===== src/rtl/cronometro_param.sv =====
// Parametrised BCD stopwatch core with button synchronisers, a four-state control FSM,
// selectable overflow policy, lap-style display freeze and a packed 7-segment bus.
module cronometro_param #(
    parameter int N_DIGITS       = 4,
    parameter int TICK_DIV       = 5000000,
    parameter int OVF_MODE       = 0,
    parameter bit SEG_ACTIVE_LOW = 1'b1
) (
    input  logic                  clock,
    input  logic                  reset,
    input  logic                  conta_n,
    input  logic                  para_n,
    input  logic                  pausa_n,
    input  logic                  zera_n,
    output logic [4*N_DIGITS-1:0] disp_bcd,
    output logic [7*N_DIGITS-1:0] seg,
    output logic [1:0]            state,
    output logic                  running,
    output logic                  ovf
);

    localparam int PW = (TICK_DIV > 1) ? $clog2(TICK_DIV) : 1;
    localparam logic [PW-1:0] PRE_MAX = PW'(TICK_DIV - 1);

    typedef enum logic [1:0] {
        ZEROED   = 2'd0,
        STOPPED  = 2'd1,
        PAUSED   = 2'd2,
        COUNTING = 2'd3
    } state_t;

    state_t                r_state;
    state_t                w_stateNext;
    logic [4*N_DIGITS-1:0] r_cnt;
    logic [4*N_DIGITS-1:0] r_disp;
    logic [PW-1:0]         r_presc;
    logic                  r_ovf;
    logic [3:0]            r_sync1;
    logic [3:0]            r_sync2;
    logic [3:0]            r_prev;

    logic [3:0]            w_press;
    logic                  w_running;
    logic                  w_tick;
    logic                  w_allNines;
    logic                  w_ovfNow;
    logic                  w_carry;
    logic [4*N_DIGITS-1:0] w_cntInc;
    logic [4*N_DIGITS-1:0] w_cntNext;

    // Button order in the vectors is {zera, para, pausa, conta}; flops preset to released.
    always_ff @(posedge clock or posedge reset) begin
        if (reset) begin
            r_sync1 <= '1;
            r_sync2 <= '1;
            r_prev  <= '1;
        end else begin
            r_sync1 <= {zera_n, para_n, pausa_n, conta_n};
            r_sync2 <= r_sync1;
            r_prev  <= r_sync2;
        end
    end

    assign w_press   = ~r_sync2 & r_prev;
    assign w_running = (r_state == COUNTING) || (r_state == PAUSED);
    assign w_tick    = w_running && (r_presc == PRE_MAX);
    assign w_ovfNow  = w_tick && w_allNines;

    always_comb begin
        w_cntInc   = r_cnt;
        w_allNines = 1'b1;
        w_carry    = 1'b1;
        for (int i = 0; i < N_DIGITS; i++) begin
            if (r_cnt[4*i +: 4] != 4'd9) begin
                w_allNines = 1'b0;
            end
            if (w_carry) begin
                if (r_cnt[4*i +: 4] == 4'd9) begin
                    w_cntInc[4*i +: 4] = 4'd0;
                end else begin
                    w_cntInc[4*i +: 4] = r_cnt[4*i +: 4] + 4'd1;
                    w_carry = 1'b0;
                end
            end
        end
    end

    // Saturating mode keeps the all-9s value; the other modes restart from zero.
    always_comb begin
        w_cntNext = r_cnt;
        if (w_tick) begin
            if (!w_allNines) begin
                w_cntNext = w_cntInc;
            end else if (OVF_MODE != 1) begin
                w_cntNext = '0;
            end
        end
    end

    // Only the single highest-priority press is acted on; overflow overrides any press.
    always_comb begin
        w_stateNext = r_state;
        if (w_ovfNow) begin
            if (OVF_MODE == 1) begin
                w_stateNext = STOPPED;
            end else if (OVF_MODE == 2) begin
                w_stateNext = ZEROED;
            end
        end else if (w_press[3]) begin
            w_stateNext = ZEROED;
        end else if (w_press[2]) begin
            w_stateNext = STOPPED;
        end else if (w_press[1]) begin
            if ((r_state == ZEROED) || (r_state == COUNTING)) begin
                w_stateNext = PAUSED;
            end
        end else if (w_press[0]) begin
            w_stateNext = COUNTING;
        end
    end

    // The prescaler is held outside the running states so a resume keeps the sub-tick phase.
    always_ff @(posedge clock or posedge reset) begin
        if (reset) begin
            r_state <= ZEROED;
            r_cnt   <= '0;
            r_disp  <= '0;
            r_presc <= '0;
            r_ovf   <= 1'b0;
        end else begin
            r_state <= w_stateNext;
            r_ovf   <= w_ovfNow;
            if (w_stateNext == ZEROED) begin
                r_cnt   <= '0;
                r_disp  <= '0;
                r_presc <= '0;
            end else begin
                if (w_running) begin
                    r_presc <= w_tick ? '0 : r_presc + PW'(1);
                end
                r_cnt <= w_cntNext;
                if (w_stateNext == COUNTING) begin
                    r_disp <= w_cntNext;
                end
            end
        end
    end

    function automatic logic [6:0] segDecode(input logic [3:0] digit);
        case (digit)
            4'd0:    return 7'b1111110;
            4'd1:    return 7'b0110000;
            4'd2:    return 7'b1101101;
            4'd3:    return 7'b1111001;
            4'd4:    return 7'b0110011;
            4'd5:    return 7'b1011011;
            4'd6:    return 7'b1011111;
            4'd7:    return 7'b1110000;
            4'd8:    return 7'b1111111;
            4'd9:    return 7'b1111011;
            default: return 7'b0000000;
        endcase
    endfunction

    always_comb begin
        seg = '0;
        for (int i = 0; i < N_DIGITS; i++) begin
            seg[7*i +: 7] = SEG_ACTIVE_LOW ? ~segDecode(r_disp[4*i +: 4])
                                           : segDecode(r_disp[4*i +: 4]);
        end
    end

    assign disp_bcd = r_disp;
    assign state    = r_state;
    assign running  = w_running;
    assign ovf      = r_ovf;

endmodule


===== config.mk =====
export PLATFORM = sky130hd
export DESIGN_NAME = cronometro_param
export DESIGN_NICKNAME = d
export VERILOG_FILES = /design/src/rtl/cronometro_param.sv
export SDC_FILE = /design/constraint.sdc
export NUM_CORES = 1
export LEC_CHECK = 0
export ABC_AREA = 0
export BUFFER_PORTS_ARGS = -buffer_cell sky130_fd_sc_hd__buf_2
export CORE_UTILIZATION = 40
export DETAILED_ROUTE_END_ITERATION = 8
export PLACE_DENSITY_LB_ADDON = 0.12
export SLEW_MARGIN = 20
export SYNTH_ARGS = -nofsm -noshare
export SYNTH_HDL_FRONTEND = slang
export SYNTH_SLANG_ARGS = --single-unit
export TNS_END_PERCENT = 5

===== constraint.sdc =====
create_clock -name clock -period 6.17 [get_ports clock]
set_clock_uncertainty 0.15 [all_clocks]
set_input_delay 0.3085 -clock clock [delete_from_list [all_inputs] [get_ports clock]]
set_output_delay 0.3085 -clock clock [all_outputs]
set_load 0.02 [all_outputs]

Word level (Yosys, flattened, before mapping)
Memory sizes are Yosys's and may differ from the RTL's.
Index checks and enable logic that the tools add are counted.
- add/sub/neg operators: 5
- equal/unequal tests: 12
- bitwise gates (word level): 6
- reductions and logical operators: 8
- mux-type cells: 30
- operators with widths (operator ; number):
    16-bit 2-to-1 mux ; 5
    23-bit 2-to-1 mux ; 3
    4-bit 2-to-1 mux ; 7
    7-bit inverter ; 4
    23-bit by 1-bit adder with 23-bit output (second input constant) ; 1
    23-bit == test (second input constant) ; 1
    4-bit by 1-bit adder with 4-bit output (second input constant) ; 4
    4-bit == test (second input constant) ; 4
    4-bit != test (second input constant) ; 4
    2-bit 2-to-1 mux ; 6
    1-bit 2-to-1 mux ; 9
    2-bit == test (second input constant) ; 3
    4-bit AND ; 1
    2-bit logical NOT ; 2
    4-bit inverter ; 1
    2-bit nonzero test ; 2
    1-bit logical AND ; 2
    1-bit logical OR ; 2
- word-level logic and storage cells: 73
- output and inout port bits: 48
- input port bits: 6
- register bits: 70
- memories kept: 4
- ROM bits: 448
- memory list (memory ; words ; width ; rd ports ; clocked after Yosys merged registers in ; write ports ; RTL line ; source):
    (name not given) ; 16 ; 7 ; 1 ; 0 ; 0 ; 150 ; case (digit)
    (name not given) ; 16 ; 7 ; 1 ; 0 ; 0 ; 150 ;
    (name not given) ; 16 ; 7 ; 1 ; 0 ; 0 ; 150 ;
    (name not given) ; 16 ; 7 ; 1 ; 0 ; 0 ; 150 ;

Logic depth before layout (Yosys ltp)
- word-level depth: 10
- mapped depth: 14

Worst setup path after synthesis
OpenSTA, ideal clock, no wires.
- kind: reg2reg
- start: register r_presc[10]
- end: register r_presc[15]
- stages on the path, launching flop included: 12
- path slack: 2.489 ns
- library setup time: 0.120 ns
- arrival: 3.411 ns
- path buffers: 1
- clock period less this slack: 3.681 ns
- cell sequence: dfrtp_1 or4_4 or4_4 nor4_4 o21a_1 ha_1 clkbuf_1 nor2_1 nor4_1 nand4_1 xor2_1 nor2_1
- word-level cells in the longest chain between the ends: 6
- elaborated cells between the ends (all ways): 10
- classes of those cells: 1 x add/sub; 1 x eq/ne; 4 x mux; 4 x reduce/logical
- ends and longest elaborated chain (element ; RTL line ; source):
    start, declared ; 36 ; logic [PW-1:0] r_presc;
    start signal, assigned ; 139 ; r_presc <= w_tick ? '0 : r_presc + PW'(1);
    23-bit == test (*) ; 66 ; assign w_tick = w_running && (r_presc == PRE_MAX);
    1-bit logical AND (*) ; 66 ;
    1-bit logical AND (*) ; 67 ; assign w_ovfNow = w_tick && w_allNines;
    named net w_ovfNow ; 46 ; logic w_ovfNow;
    2-bit 2-to-1 mux (*) ; 103 ; if (w_ovfNow) begin
    2-bit logical NOT (*) ; 133 ; if (w_stateNext == ZEROED) begin
    23-bit 2-to-1 mux or 2-bit nonzero test (tied branches) ; -- ;
The timed path passes the listed nets; every way through them passes the cells marked *. The select of a mux whose other input is x is not followed.
A chain may end at the register's enable or synchronous reset.

Worst setup path after layout
Ends and elaborated chain as after synthesis.

==> results.txt <==
Sum of met3 wire segment lengths after detailed routing: 256 um
Total iterations of the first detailed-routing run: 4
Most area-consuming cells after synthesis: dfrtp_1 36%, ha_1 10%, dfstp_2 7.8%, nor2_1 6.7%, nand2_1 3.8%
Critical-path maximum fanout: 27
Worst-skew pair later-pin latency: 0.35 ns
Total buffers and inverters traversed by the critical path: 1
Placed wire-length estimate after detailed placement: 5.85 mm
Post-CTS repair timing setup buffer count: 0
Share of total power consumed by net switching: 0.282
Total routing resource utilization after global routing: 0.168
Number of library cell types mapped by synthesis: 45
Setup slack at placement: 2.01 ns
Number of cell rows: 36
Leak: 0.00227 uW
Main synth FF type: dfrtp_1
Nature of the critical path startpoint: flip-flop
Die ar.: 10600 sq um
Antenna-violating nets left: 0
Die extent in x: 103 um
Total length of routed met2 wires: 3.79 mm
Wire length on met1: 4.15 mm
Net count after synthesis: 487
Routed WL: 8.30 mm
Synthesis warning total: 0
RSZ-0062 raised after global routing: no
Height of the chip: 103 um
Total of flip-flops plus latches after synthesis: 70
Max-slew headroom at the worst pin: 0.420
Wire length of the first global-routing pass: 13.8 mm
Number of violations reported at the end of detailed-routing iteration 0: 122
Nets: 542
Initial Utilization: 0.413
Number of synthesized flops with an enable pin: 0
Maximum single-stage delay on the critical path: 0.63 ns
CTS Root Cell: clkbuf_8
Mapped cell area: 4060 sq um
Classification of the worst setup path: reg2reg
Overflow after GRT: 0
Final setup violation count: 0
MaxCap Viol Count: 0
Fraction of layout cells with a size suffix above 1: 0.197
Proportion of power drawn by flip-flops and latches: 0.538
Pin count of the biggest net entering global routing: 71
Top routing layer in use: met4
Tightest hold margin: 0.0726 ns
Element type at the critical path end: flip-flop
Fraction of power consumed by the clock network: 0.374
Sequential share of the synthesized area: 0.435
Combinational power share: 0.087
Design internal power: 642 uW
Post-synthesis cell type with the largest combined area: dfrtp_1
Slowest cell on the critical path: nor4_1
Total number of vias: 3256
# DRC: 0
Avg Inst Size Synth: 9.08 sq um
Cell Pwr Density: 192 nW/um^2
Final core area utilization: 0.475
Final critical-path required period: 4.09 ns
Fraction of registers with async set or reset after synthesis: 1.00
Number of levels in the clock H-tree: 3
Dominant delay contributor by cell family on the critical path: simple AND/OR/NAND/NOR gates
Final total negative setup slack: 0 ns
Required time of the critical path: 6.23 ns
Number of global-route vias before repair: 3044
Clock tree from TritonCTS: yes
Worst slew pin tran: 0.870 ns
Layout Area Growth over Synthesis: 15.0%
List of most frequent post-synthesis cells: 72 x nor2_1, 58 x dfrtp_1, 41 x nand2_1
Cell with the most instances after synthesis: nor2_1
Final worst path period share: 0.664
Worst-path clk slew: 0.08 ns
Initial antenna violation count: 0
Power, Total: 895 uW
Number of buffers created by CTS: 9
Hold bufs inserted after CTS: 4
Worst supply voltage drop on vdd: 0.142 mV
Class of the tightest hold or removal check: in2async
Worst setup slack for register-to-register paths: 2.08 ns
Max Fclk: 0.244 GHz
Top cell type's share of synthesized area: 0.358
Number of antenna repair diodes: 0
Cells traversed along the worst timing path: or4_4, or4_4, nor4_4, o21a_1, ha_1, buf_4, nor2_1, nor4_1, nand4_1, xor2_1, nor2_1
Data arrival time of the critical path: 4.15 ns
Core footprint: 9820 sq um
Weighted congestion at the end of routability-driven global placement: 0.795
NetSw: 252 uW
Count of mapped cells out of synthesis: 447
Critical path origin: r_presc[10]$_DFFE_PP0P_
Total of buffers placed on input and output ports: 53
Count of pins over their slew limit: 0
Maximum count of clock buffers along a single path: 2
Via density per instance: 5.09
Sink count of the clock tree: 70
Average wire length per cell after detail routing: 13.0 um
Reg-to-reg critical path startpoint: r_presc[10]$_DFFE_PP0P_
Fin. Hold Viols: 0
CTS resizes: 0
Final worst-path setup slack: 2.08 ns
Number of primary I/O pins: 54
Status: finished clean
==> area by class of cell <==
| cell class | instances | area, sq um |
|---|---|---|
| fill | 983 | 5150 |
| multi-input combinational | 337 | 2140 |
| clock buffer | 9 | 124 |
| sequential | 70 | 1770 |
| inverter | 25 | 93.8 |
| timing repair buffer | 59 | 320 |
| tap | 133 | 166 |
| clock inverter | 7 | 56.3 |
==> final timing paths <==
| kind | to | depth (start not counted) |
|---|---|---|
| setup / recovery | r_presc[15]$_DFFE_PP0P_ | 11 |
| hold / removal | r_presc[14]$_DFFE_PP0P_ | 3 |
| setup reg to reg | r_presc[15]$_DFFE_PP0P_ | 11 |
| hold reg to reg | r_sync2[1]$_DFF_PP1_ | 0 |
| max in group asynchronous | r_cnt[3]$_DFF_PP0_ | 3 |
| min in group clock | r_sync2[1]$_DFF_PP1_ | 0 |
==> per-stage QoR <==
step	area, sq um	cells
floorplan	4060	447
global placement	4450	620
detailed placement	4450	620
CTS	4670	640
global route	4670	640
finish	4670	640
==> placed cells by master (no fill, tap or decap), types with 7 or more instances in the layout <==
cell,instances
buf_2,53
nand4_1,12
ha_1,34
nand3_1,14
o21ai_0,25
mux2i_1,8
dfstp_2,12
xor2_1,17
a31oi_1,10
clkbuf_8,9
dfrtp_1,58
nand2_1,41
nor2b_1,7
nor2_1,72
a21oi_1,28
inv_1,24
or2_2,7
==> metal layers <==
layer | GRT usage | vias to the layer above
met5 | 0 | -
met4 | 0.0639 | 0
met3 | 0.0305 | 12
met2 | 0.279 | 58
met1 | 0.220 | 1543
li1 | - | 1643
==> tightest hold or removal path, delay by kind of cell <==
kind	cells	cell delay, ns
buffers and inverters	3	0.79
==> flip-flops by register name (all words and copies together), names as in the netlist <==
register  flops
r_prev        4
r_cnt        16
ovf           1
disp_bcd     16
r_sync1       4
state         2
r_sync2       4
r_presc      23
==> cells by family (layout without fill, tap and decap cells) <==
| family | Yosys count | count (layout) | synth area share |
|---|---|---|---|
| compound gates | 80 | 80 | 0.114 |
| flops | 70 | 70 | 0.435 |
| mux | 11 | 11 | 0.0281 |
| buf+inv | 40 | 100 | 0.0376 |
| fa+ha+maj | 34 | 34 | 0.105 |
| xor+xnor | 21 | 21 | 0.0453 |
| simple gates | 191 | 191 | 0.235 |
==> power by group through the flow <==
stage / Combinational (uW) / Sequential [uW] / Clock, uW
2_1_floorplan: 57.7 / 488 / 0
3_5_place_dp: 79.4 / 490 / 0
3_3_place_gp: 77.7 / 490 / 0
5_1_grt: 88.8 / 483 / 366
6_report: 78.2 / 481 / 335
4_1_cts: 80.6 / 482 / 350
No activity file was read; power rests on OpenSTA's default activity.
